==> src/rtl/cpu_seq_pkg.sv <==
// Shared constants for the CPU command sequencer: command field layout,
// default command width and the sequencer FSM state encoding.
package cpu_seq_pkg;

  localparam int CMD_W_DEFAULT = 17;

  localparam int CMD_LOAD_BIT = 16;
  localparam int CMD_CIN_BIT  = 15;
  localparam int CMD_OP_MSB   = 14;
  localparam int CMD_OP_LSB   = 8;

  typedef enum logic [2:0] {
    ST_IDLE    = 3'd0,
    ST_ISSUE   = 3'd1,
    ST_EXEC    = 3'd2,
    ST_CAPTURE = 3'd3,
    ST_HOLD    = 3'd4
  } seq_state_e;

endpackage

==> src/rtl/cpu_cmd_fifo.sv <==
// Synchronous command FIFO for the sequencer; read data is taken directly
// from flop storage at the head pointer, so a pop consumes the visible word.
module cpu_cmd_fifo #(
  parameter int DEPTH = 4,
  parameter int W     = 17
) (
  input  logic         clk,
  input  logic         rst,
  input  logic         push,
  input  logic [W-1:0] wr_data,
  input  logic         pop,
  output logic [W-1:0] rd_data,
  output logic         full,
  output logic         empty
);

  localparam int AW = $clog2(DEPTH);
  localparam logic [AW:0] PTR_ONE = 1;

  logic [W-1:0] mem_q [DEPTH];
  logic [AW:0]  wr_ptr_q, wr_ptr_d;
  logic [AW:0]  rd_ptr_q, rd_ptr_d;
  logic         do_push, do_pop;

  // Extra pointer MSB distinguishes full from empty when low bits match.
  assign empty   = (wr_ptr_q == rd_ptr_q);
  assign full    = (wr_ptr_q[AW] != rd_ptr_q[AW]) &&
                   (wr_ptr_q[AW-1:0] == rd_ptr_q[AW-1:0]);
  assign do_push = push && !full;
  assign do_pop  = pop && !empty;
  assign rd_data = mem_q[rd_ptr_q[AW-1:0]];

  always_comb begin
    wr_ptr_d = wr_ptr_q;
    rd_ptr_d = rd_ptr_q;
    if (do_push) wr_ptr_d = wr_ptr_q + PTR_ONE;
    if (do_pop)  rd_ptr_d = rd_ptr_q + PTR_ONE;
  end

  always_ff @(posedge clk) begin
    if (rst) begin
      wr_ptr_q <= '0;
      rd_ptr_q <= '0;
    end else begin
      wr_ptr_q <= wr_ptr_d;
      rd_ptr_q <= rd_ptr_d;
    end
  end

  always_ff @(posedge clk) begin
    if (do_push) mem_q[wr_ptr_q[AW-1:0]] <= wr_data;
  end

endmodule

==> src/rtl/cpu_cmd_sequencer.sv <==
// Feeds buffered host commands to the register/ALU CPU as single ce pulses and
// returns accumulator results. Define CPU_SEQ_OP_COUNT_EN to add op_count.
module cpu_cmd_sequencer
  import cpu_seq_pkg::*;
#(
  parameter int FIFO_DEPTH = 4,
  parameter int CMD_W      = CMD_W_DEFAULT
) (
  input  logic             clk,
  input  logic             rst,
  input  logic [CMD_W-1:0] cmd_data,
  input  logic             cmd_valid,
  output logic             cmd_ready,
  output logic [7:0]       cpu_data_in,
  output logic [6:0]       cpu_opcode,
  output logic             cpu_cin,
  output logic             cpu_load,
  output logic             cpu_ce,
  input  logic [7:0]       cpu_data_out,
  input  logic             cpu_cout,
  output logic [7:0]       res_data,
  output logic             res_cout,
  output logic             res_valid,
  input  logic             res_ready,
`ifdef CPU_SEQ_OP_COUNT_EN
  output logic             busy,
  output logic [15:0]      op_count
`else
  output logic             busy
`endif
);

  logic [CMD_W-1:0] fifo_rd_data;
  logic             fifo_full, fifo_empty, fifo_push, fifo_pop;

  seq_state_e state_q, state_d;
  logic [7:0] data_in_q, data_in_d;
  logic [6:0] opcode_q, opcode_d;
  logic       cin_q, cin_d;
  logic       load_q, load_d;
  logic       ce_q, ce_d;
  logic [7:0] res_data_q, res_data_d;
  logic       res_cout_q, res_cout_d;
  logic       res_valid_q, res_valid_d;
  logic       result_taken;

  assign cmd_ready = !fifo_full;
  assign fifo_push = cmd_valid && !fifo_full;
  assign fifo_pop  = (state_q == ST_IDLE) && !fifo_empty;

  cpu_cmd_fifo #(
    .DEPTH (FIFO_DEPTH),
    .W     (CMD_W)
  ) u_fifo (
    .clk     (clk),
    .rst     (rst),
    .push    (fifo_push),
    .wr_data (cmd_data),
    .pop     (fifo_pop),
    .rd_data (fifo_rd_data),
    .full    (fifo_full),
    .empty   (fifo_empty)
  );

  always_comb begin
    state_d      = state_q;
    data_in_d    = data_in_q;
    opcode_d     = opcode_q;
    cin_d        = cin_q;
    load_d       = 1'b0;
    ce_d         = 1'b0;
    res_data_d   = res_data_q;
    res_cout_d   = res_cout_q;
    res_valid_d  = res_valid_q;
    result_taken = 1'b0;
    case (state_q)
      ST_IDLE: begin
        // ce/load are set on entry to ISSUE so they are high only during ISSUE.
        if (!fifo_empty) begin
          data_in_d = fifo_rd_data[7:0];
          opcode_d  = fifo_rd_data[CMD_OP_MSB:CMD_OP_LSB];
          cin_d     = fifo_rd_data[CMD_CIN_BIT];
          load_d    = fifo_rd_data[CMD_LOAD_BIT];
          ce_d      = 1'b1;
          state_d   = ST_ISSUE;
        end
      end
      ST_ISSUE:   state_d = load_q ? ST_IDLE : ST_EXEC;
      ST_EXEC:    state_d = ST_CAPTURE;
      ST_CAPTURE: begin
        res_data_d  = cpu_data_out;
        res_cout_d  = cpu_cout;
        res_valid_d = 1'b1;
        state_d     = ST_HOLD;
      end
      ST_HOLD: begin
        if (res_ready) begin
          res_valid_d  = 1'b0;
          result_taken = 1'b1;
          state_d      = ST_IDLE;
        end
      end
      default: state_d = ST_IDLE;
    endcase
  end

  always_ff @(posedge clk) begin
    if (rst) begin
      state_q     <= ST_IDLE;
      data_in_q   <= '0;
      opcode_q    <= '0;
      cin_q       <= 1'b0;
      load_q      <= 1'b0;
      ce_q        <= 1'b0;
      res_data_q  <= '0;
      res_cout_q  <= 1'b0;
      res_valid_q <= 1'b0;
    end else begin
      state_q     <= state_d;
      data_in_q   <= data_in_d;
      opcode_q    <= opcode_d;
      cin_q       <= cin_d;
      load_q      <= load_d;
      ce_q        <= ce_d;
      res_data_q  <= res_data_d;
      res_cout_q  <= res_cout_d;
      res_valid_q <= res_valid_d;
    end
  end

  assign cpu_data_in = data_in_q;
  assign cpu_opcode  = opcode_q;
  assign cpu_cin     = cin_q;
  assign cpu_load    = load_q;
  assign cpu_ce      = ce_q;
  assign res_data    = res_data_q;
  assign res_cout    = res_cout_q;
  assign res_valid   = res_valid_q;
  assign busy        = (state_q != ST_IDLE) || !fifo_empty;

`ifdef CPU_SEQ_OP_COUNT_EN
  logic [15:0] op_count_q, op_count_d;

  always_comb begin
    op_count_d = op_count_q;
    if (result_taken) op_count_d = op_count_q + 16'd1;
  end

  always_ff @(posedge clk) begin
    if (rst) op_count_q <= '0;
    else     op_count_q <= op_count_d;
  end

  assign op_count = op_count_q;
`else
  logic unused_result_taken;
  assign unused_result_taken = result_taken;
`endif

endmodule

==> config.mk <==
export PLATFORM = sky130hd
export DESIGN_NAME = cpu_cmd_sequencer
export DESIGN_NICKNAME = d
export VERILOG_FILES = /design/src/rtl/cpu_seq_pkg.sv /design/src/rtl/cpu_cmd_fifo.sv /design/src/rtl/cpu_cmd_sequencer.sv
export SDC_FILE = /design/constraint.sdc
export NUM_CORES = 1
export LEC_CHECK = 0
export BUFFER_PORTS_ARGS = -buffer_cell sky130_fd_sc_hd__buf_4
export CORE_MARGIN = 2
export CORE_UTILIZATION = 55
export CTS_BUF_LIST = sky130_fd_sc_hd__clkbuf_8
export CTS_CLUSTER_DIAMETER = 120
export DETAILED_ROUTE_END_ITERATION = 12
export GPL_ROUTABILITY_DRIVEN = 1
export GPL_TIMING_DRIVEN = 0
export HOLD_SLACK_MARGIN = 0.12
export PLACE_DENSITY = 0.76
export SLEW_MARGIN = 0
export SYNTH_ARGS = -nofsm -noshare
export SYNTH_HDL_FRONTEND = slang
export SYNTH_SLANG_ARGS = --single-unit
==> constraint.sdc <==
create_clock -name clk -period 4 [get_ports clk]
set_clock_uncertainty 0.2 [all_clocks]
set_input_delay 0.2 -clock clk [delete_from_list [all_inputs] [get_ports clk]]
set_output_delay 0.2 -clock clk [all_outputs]
set_load 0.01 [all_outputs]
==> results of run 1 <==
-- cells in the final DEF (no fill, tap or decap), drive strengths merged, types with 2 or more instances in the layout --
| master | n |
|---|---|
| edfxtp | 68 |
| buf | 66 |
| dfxtp | 39 |
| nand2b | 36 |
| dlygate4sd3 | 28 |
| mux2i | 27 |
| mux4 | 17 |
| clkbuf | 15 |
| nor2 | 13 |
| inv | 8 |
| a21oi | 5 |
| ha | 5 |
| and2 | 4 |
| nor3 | 4 |
| clkinv | 4 |
| xnor2 | 3 |
| mux2 | 3 |
| xor2 | 3 |
| nand3b | 2 |
| or3 | 2 |
| o31ai | 2 |
| nor3b | 2 |
-- layout make-up --
| class | instances | area, µm² | area share, % |
|---|---|---|---|
| tap | 102 | 127.6 | 2.416 |
| multi-input combinational | 142 | 1336 | 25.30 |
| clock inverter | 7 | 51.30 | 0.9711 |
| inverter | 5 | 18.77 | 0.3553 |
| clock buffer | 9 | 123.9 | 2.345 |
| sequential | 107 | 2823 | 53.43 |
| buffer | 13 | 78.83 | 1.492 |
| timing repair buffer | 87 | 723.2 | 13.69 |
-- cells by family (layout without fill, tap and decap cells) --
logic type	count (synthesis)	count (layout)	share of synthesized area, %
simple gates	71	71	9.906
compound gates	13	13	2.293
fa+ha+maj	5	5	1.470
mux	47	47	16.14
buf+inv	18	121	2.292
xor+xnor	6	6	1.587
flops	107	107	66.31
-- metal layers --
metal | share of wire (%) | global-route usage, % | up-vias
met2 | 52 | 34.87 | 50
met4 | 1.7 | 6.965 | 0
met3 | 3.7 | 4.519 | 11
met5 | 0 | 0 | -
met1 | 43 | 25.23 | 1216
li1 | - | - | 1183
-- per-stage QoR --
step           setup slack (ps)  instances
3_5_place_dp               1569        428
6_report                   1594        472
5_1_grt                    1405        472
4_1_cts                    1547        472
3_3_place_gp               1581        428
2_1_floorplan              2029        267
-- state kept, by name, summed over array words and instances (netlist names), 3 cells and up, named ones only --
name / flops
cpu_opcode: 7
cpu_data_in: 8
state_q: 3
u_fifo.mem_q: 68
res_data: 8
u_fifo.rd_ptr_q: 3
u_fifo.wr_ptr_q: 3
-- worst max path at each step --
stage | endpoint | cells past startpoint
floorplan | u_fifo.mem_q[3][0] | 3
global route | u_fifo.mem_q[1][14] | 3
CTS | u_fifo.mem_q[1][7] | 3
global placement | u_fifo.mem_q[3][7] | 3
finish | u_fifo.mem_q[1][7] | 3
detailed placement | u_fifo.mem_q[1][9] | 3
-- worst max-delay path: cells and delay by family, from the launching register on --
kind	cells	cell delay, ps
AO/OA/AOI/OAI	1	320
AND/OR/NAND/NOR	1	780
flip-flops	1	360
XOR/XNOR	1	380
-- power by group through the flow --
| stage | sequential (W) | clock, W | combinational (W) |
|---|---|---|---|
| CTS | 0.00144 | 0.000612 | 0.00101 |
| finish | 0.00144 | 0.000605 | 0.000992 |
| floorplan | 0.00148 | 0 | 0.000634 |
| global placement | 0.00145 | 0 | 0.000958 |
| detailed placement | 0.00146 | 0 | 0.000982 |
| global route | 0.00146 | 0.000656 | 0.00109 |
==> impl_metrics.json, run 1 <==
{
  "r2r-end": "u_fifo.mem_q[1][7]",
  "total_power_w": 0.003034,
  "dieArea_um2": 8458,
  "grt_use_total_pct": 20.18,
  "cts_htree_levels": 3,
  "synth.most_common_cell": "edfxtp_1",
  "synth.avg_cell_area_um2": 15.94,
  "drive_gt1_share_pct": 27.57,
  "antenna_cells": 0,
  "critical_path_class": "reg2reg",
  "routed_wl_um": 7768,
  "syn2layout_area_growth_pct": 24.10,
  "p_int_w": 0.002099,
  "cp_slowest_cell": "and2_1",
  "rsz0062_at_grt": "no",
  "synth_cell_types": 39,
  "io_buffers": 59,
  "syn_inst": 267,
  "p_seq_share_pct": 47.4,
  "cts_tree": "yes",
  "setup-violations-final": 0,
  "ys_ff_latch": 107,
  "hold_viol": 0,
  "final_core_util_pct": 69.44,
  "gp_congestion": 0.7931,
  "dr.pass1.iters": 4,
  "switching_share_pct": 30.79,
  "nFillCells": 529,
  "first_global_vias": 2641,
  "fin_hold_ws_ps": 160.9,
  "ant_nets": 0,
  "crit_arrival_ps": 2200,
  "hold_path.startpoint": "rst",
  "period_share_pct": 60.16,
  "yosys-top-cells-area": "edfxtp_1 (48%), dfxtp_1 (18%), mux4_2 (9.0%), mux2i_1 (6.3%), nand2b_1 (5.3%)",
  "path_cells": "xnor2_1, o31a_1, and2_1",
  "p_leak_nw": 2.047,
  "synth_commonest_cells": "edfxtp_1 (68), dfxtp_1 (39), nand2b_1 (36), mux2i_1 (27), mux4_2 (17)",
  "timing.fmax_ghz": 0.4156,
  "synth_top_cell_area_share_pct": 47.97,
  "dp_hpwl_um": 4757,
  "crit_path_max_incr_delay_ps": 780,
  "antenna_found_initial": 0,
  "clk_latency_ps": 370,
  "synth_nets": 302,
  "synthFlopType": "edfxtp_1",
  "grt_pass1_wl_um": 12920,
  "ir_drop_mv": 0.3010,
  "crit_path_start_kind": "register",
  "timing.rr.start": "u_fifo.wr_ptr_q[2]",
  "synth_seq_area_share_pct": 66.31,
  "worst_slew_pin_slew_ps": 924.1,
  "drc": 0,
  "num_io_pins": 60,
  "switchingPower_w": 0.0009342,
  "grt_max_degree": 19,
  "cts_buffers": 9,
  "slew_headroom_pct": 38.39,
  "min_to": "u_fifo.rd_ptr_q[2]",
  "die_x_um": 91.97,
  "setup.worst_path.end_class": "register",
  "max_cap_violations": 0,
  "powerDensity_nw_per_um2": 574.3,
  "clkSinkCount": 107,
  "synth_area_um2": 4257,
  "die_height_um": 91.97,
  "wl_per_cell_um": 16.46,
  "overflow": 0,
  "r2r_setup_slack_ps": 1590,
  "vias": 2460,
  "ctsHoldBuffers": 28,
  "clockRootBuffer": "clkbuf_8",
  "startpoint": "u_fifo.wr_ptr_q[2]",
  "vias_per_cell": 5.212,
  "required_ps": 3800,
  "comb_power_share_pct": 32.7,
  "clk_pin_slew_ps": 100,
  "period_minus_slack_ps": 2406,
  "row_count": 32,
  "synth_edf_count": 68,
  "hold-path-cell-count": 4,
  "tns_ps": 0,
  "async_reset_ff_share_pct": 0,
  "nNetsFinal": 400,
  "core-area_um2": 7607,
  "initial_utilization_pct": 55.95,
  "ys_warn_count": 0,
  "status": "completed",
  "yosysTopAreaCell": "edfxtp_1",
  "place_area_um2": 4827,
  "hp-class": "in2reg",
  "postCtsSetupRepairBufs": 0,
  "pwr-share-clk_pct": 19.9,
  "drt_iter0_drc": 122,
  "ff2ff_path_depth": 3,
  "design_area_um2": 5283,
  "clockBufferDepth": 2,
  "crit_fanout": 17,
  "final-max-slew-violation-count": 0,
  "cts_resized": 0
}
Note: power is estimated with default switching activity, not from simulation.
==> run 2: changes to the inputs <==
CORE_UTILIZATION = 53   (was 55)
PLACE_DENSITY = 0.77   (was 0.76)
clock period = 2 ns   (was 4 ns; I/O delays follow)
==> run 2 against run 1 <==
  * Worst setup slack got worse by 1500 ps
  * Sequential cell count unchanged
  * Largest cell class unchanged
  * Power increased by 100%
  * Sequential power increased by 100%
  * Via count about the same
  * Largest power group unchanged
==> impl_metrics.json, run 2 (synthesized netlist as in run 1, its figures left out) <==
{
  "ir_drop_mv": 0.6639,
  "required_ps": 1850,
  "dieArea_um2": 8764,
  "final_cells": 476,
  "hold_viol": 0,
  "final_common_cell": "edfxtp_1",
  "p_leak_nw": 2.081,
  "cts_tree": "yes",
  "grt_pass1_wl_um": 12460,
  "wl_per_cell_um": 16.36,
  "clk_pin_slew_ps": 90,
  "grt_max_degree": 18,
  "crit_fanout": 9,
  "period_share_pct": 96.09,
  "clkSinkCount": 107,
  "design_area_um2": 5356,
  "cp_slowest_cell": "dfxtp_1",
  "die_height_um": 93.62,
  "gp_congestion": 0.7678,
  "nNetsFinal": 404,
  "multi_input_area_um2": 1363,
  "core-area_um2": 7767,
  "drt_iter0_drc": 93,
  "num_io_pins": 60,
  "final-max-slew-violation-count": 0,
  "period_minus_slack_ps": 1922,
  "routed_wl_um": 7788,
  "crit_path_start_kind": "register",
  "hp-class": "reg2reg",
  "clk_latency_ps": 350,
  "timing.fmax_ghz": 0.5203,
  "cts_buffers": 9,
  "initial_utilization_pct": 54.80,
  "critPathTopFamily": "flip-flops",
  "setup.worst_path.end_class": "register",
  "slew_headroom_pct": 69.98,
  "syn2layout_area_growth_pct": 25.84,
  "io_buffers": 59,
  "cts_htree_levels": 3,
  "status": "completed",
  "path_buf_inv": 1,
  "final_core_util_pct": 68.96,
  "first_global_vias": 2562,
  "final_cell_mix": "edfxtp_1 (68), buf_4 (64), dfxtp_1 (39), nand2b_1 (36), dlygate4sd3_1 (29)",
  "row_count": 32,
  "drive_gt1_share_pct": 29.68,
  "overflow": 0,
  "worst_slew_pin_slew_ps": 450.4,
  "register_area_um2": 2823,
  "critical_path_class": "reg2reg",
  "ant_nets": 0,
  "total_power_w": 0.006139,
  "dp_hpwl_um": 4725,
  "largest_reg_flops": 68,
  "drc": 0,
  "vias_per_cell": 5.172,
  "setup-violations-final": 0,
  "powerDensity_nw_per_um2": 1146,
  "antenna_cells": 0,
  "numPlacedInstances": 428,
  "nFillCells": 541,
  "antenna_found_initial": 0,
  "grt_use_total_pct": 19.19,
  "dr.pass1.iters": 4,
  "place_area_um2": 4827,
  "clockBufferDepth": 2,
  "vias": 2462,
  "fin_hold_ws_ps": 279.7,
  "crit_arrival_ps": 1780,
  "clockRootBuffer": "clkbuf_8",
  "crit_path_max_incr_delay_ps": 500,
  "max_cap_violations": 0,
  "path_cells": "xor2_2, o31a_1, buf_4, and2_4",
  "die_x_um": 93.62
}
run 2: worst reg2reg max path: stages (launching register included):
cell and delay, ps:
dfxtp_1 500, xor2_2 270, o31a_1 260, buf_4 160
and2_4 240
run 2: report_power, final:
part           internal [W]  switching (W)
Sequential          0.00267       0.000217
Clock              0.000575       0.000688
Combinational       0.00108       0.000911
run 2: final cells by class:
type	instances	share of cell area (%)
Buffer	12	1.402
Clock buffer	9	2.313
Clock inverter	7	1.308
Inverter	5	0.3504
Multi-Input combinational cell	143	25.44
Sequential cell	107	52.70
Tap cell	102	2.383
Timing Repair Buffer	91	14.11
run 2: routing by layer:
metal / track usage (%) / vias to the layer above / wire (µm)
li1: - / 1190 / -
met1: 24.44 / 1202 / 3509
met2: 32.61 / 64 / 3882
met3: 4.593 / 6 / 317
met4: 6.280 / 0 / 78
met5: 0 / - / 0
run 2: final timing paths:
check | to | slack (ps) | start | depth (start not counted)
worst max-delay path | u_fifo.mem_q[1][4] | 80 | u_fifo.wr_ptr_q[0] | 4
worst min-delay path | cpu_opcode[3] | 280 | cpu_opcode[3] | 2
worst max register to register | u_fifo.mem_q[1][4] | 80 | u_fifo.wr_ptr_q[0] | 4
worst min register to register | cpu_opcode[3] | 280 | cpu_opcode[3] | 2
run 2: repair_timing:
action | 4_1_cts | 5_1_grt
buffers inserted | 0 | 3
hold endpoints to repair | 83 | 0
gates resized for setup | 4 | 6
gates cloned | 0 | 1
hold buffers | 29 | 0
pin swaps | 0 | 1
setup endpoints to repair | 68 | 70
run 2: stage by stage:
stage	setup WS [ps]	TNS, ps
after floorplan	29.03	0
after global placement	-451.8	-29890
after detailed placement	-445.2	-28920
after CTS	-137.3	-8306
after global routing	-14.10	-129.6
final	78.11	0
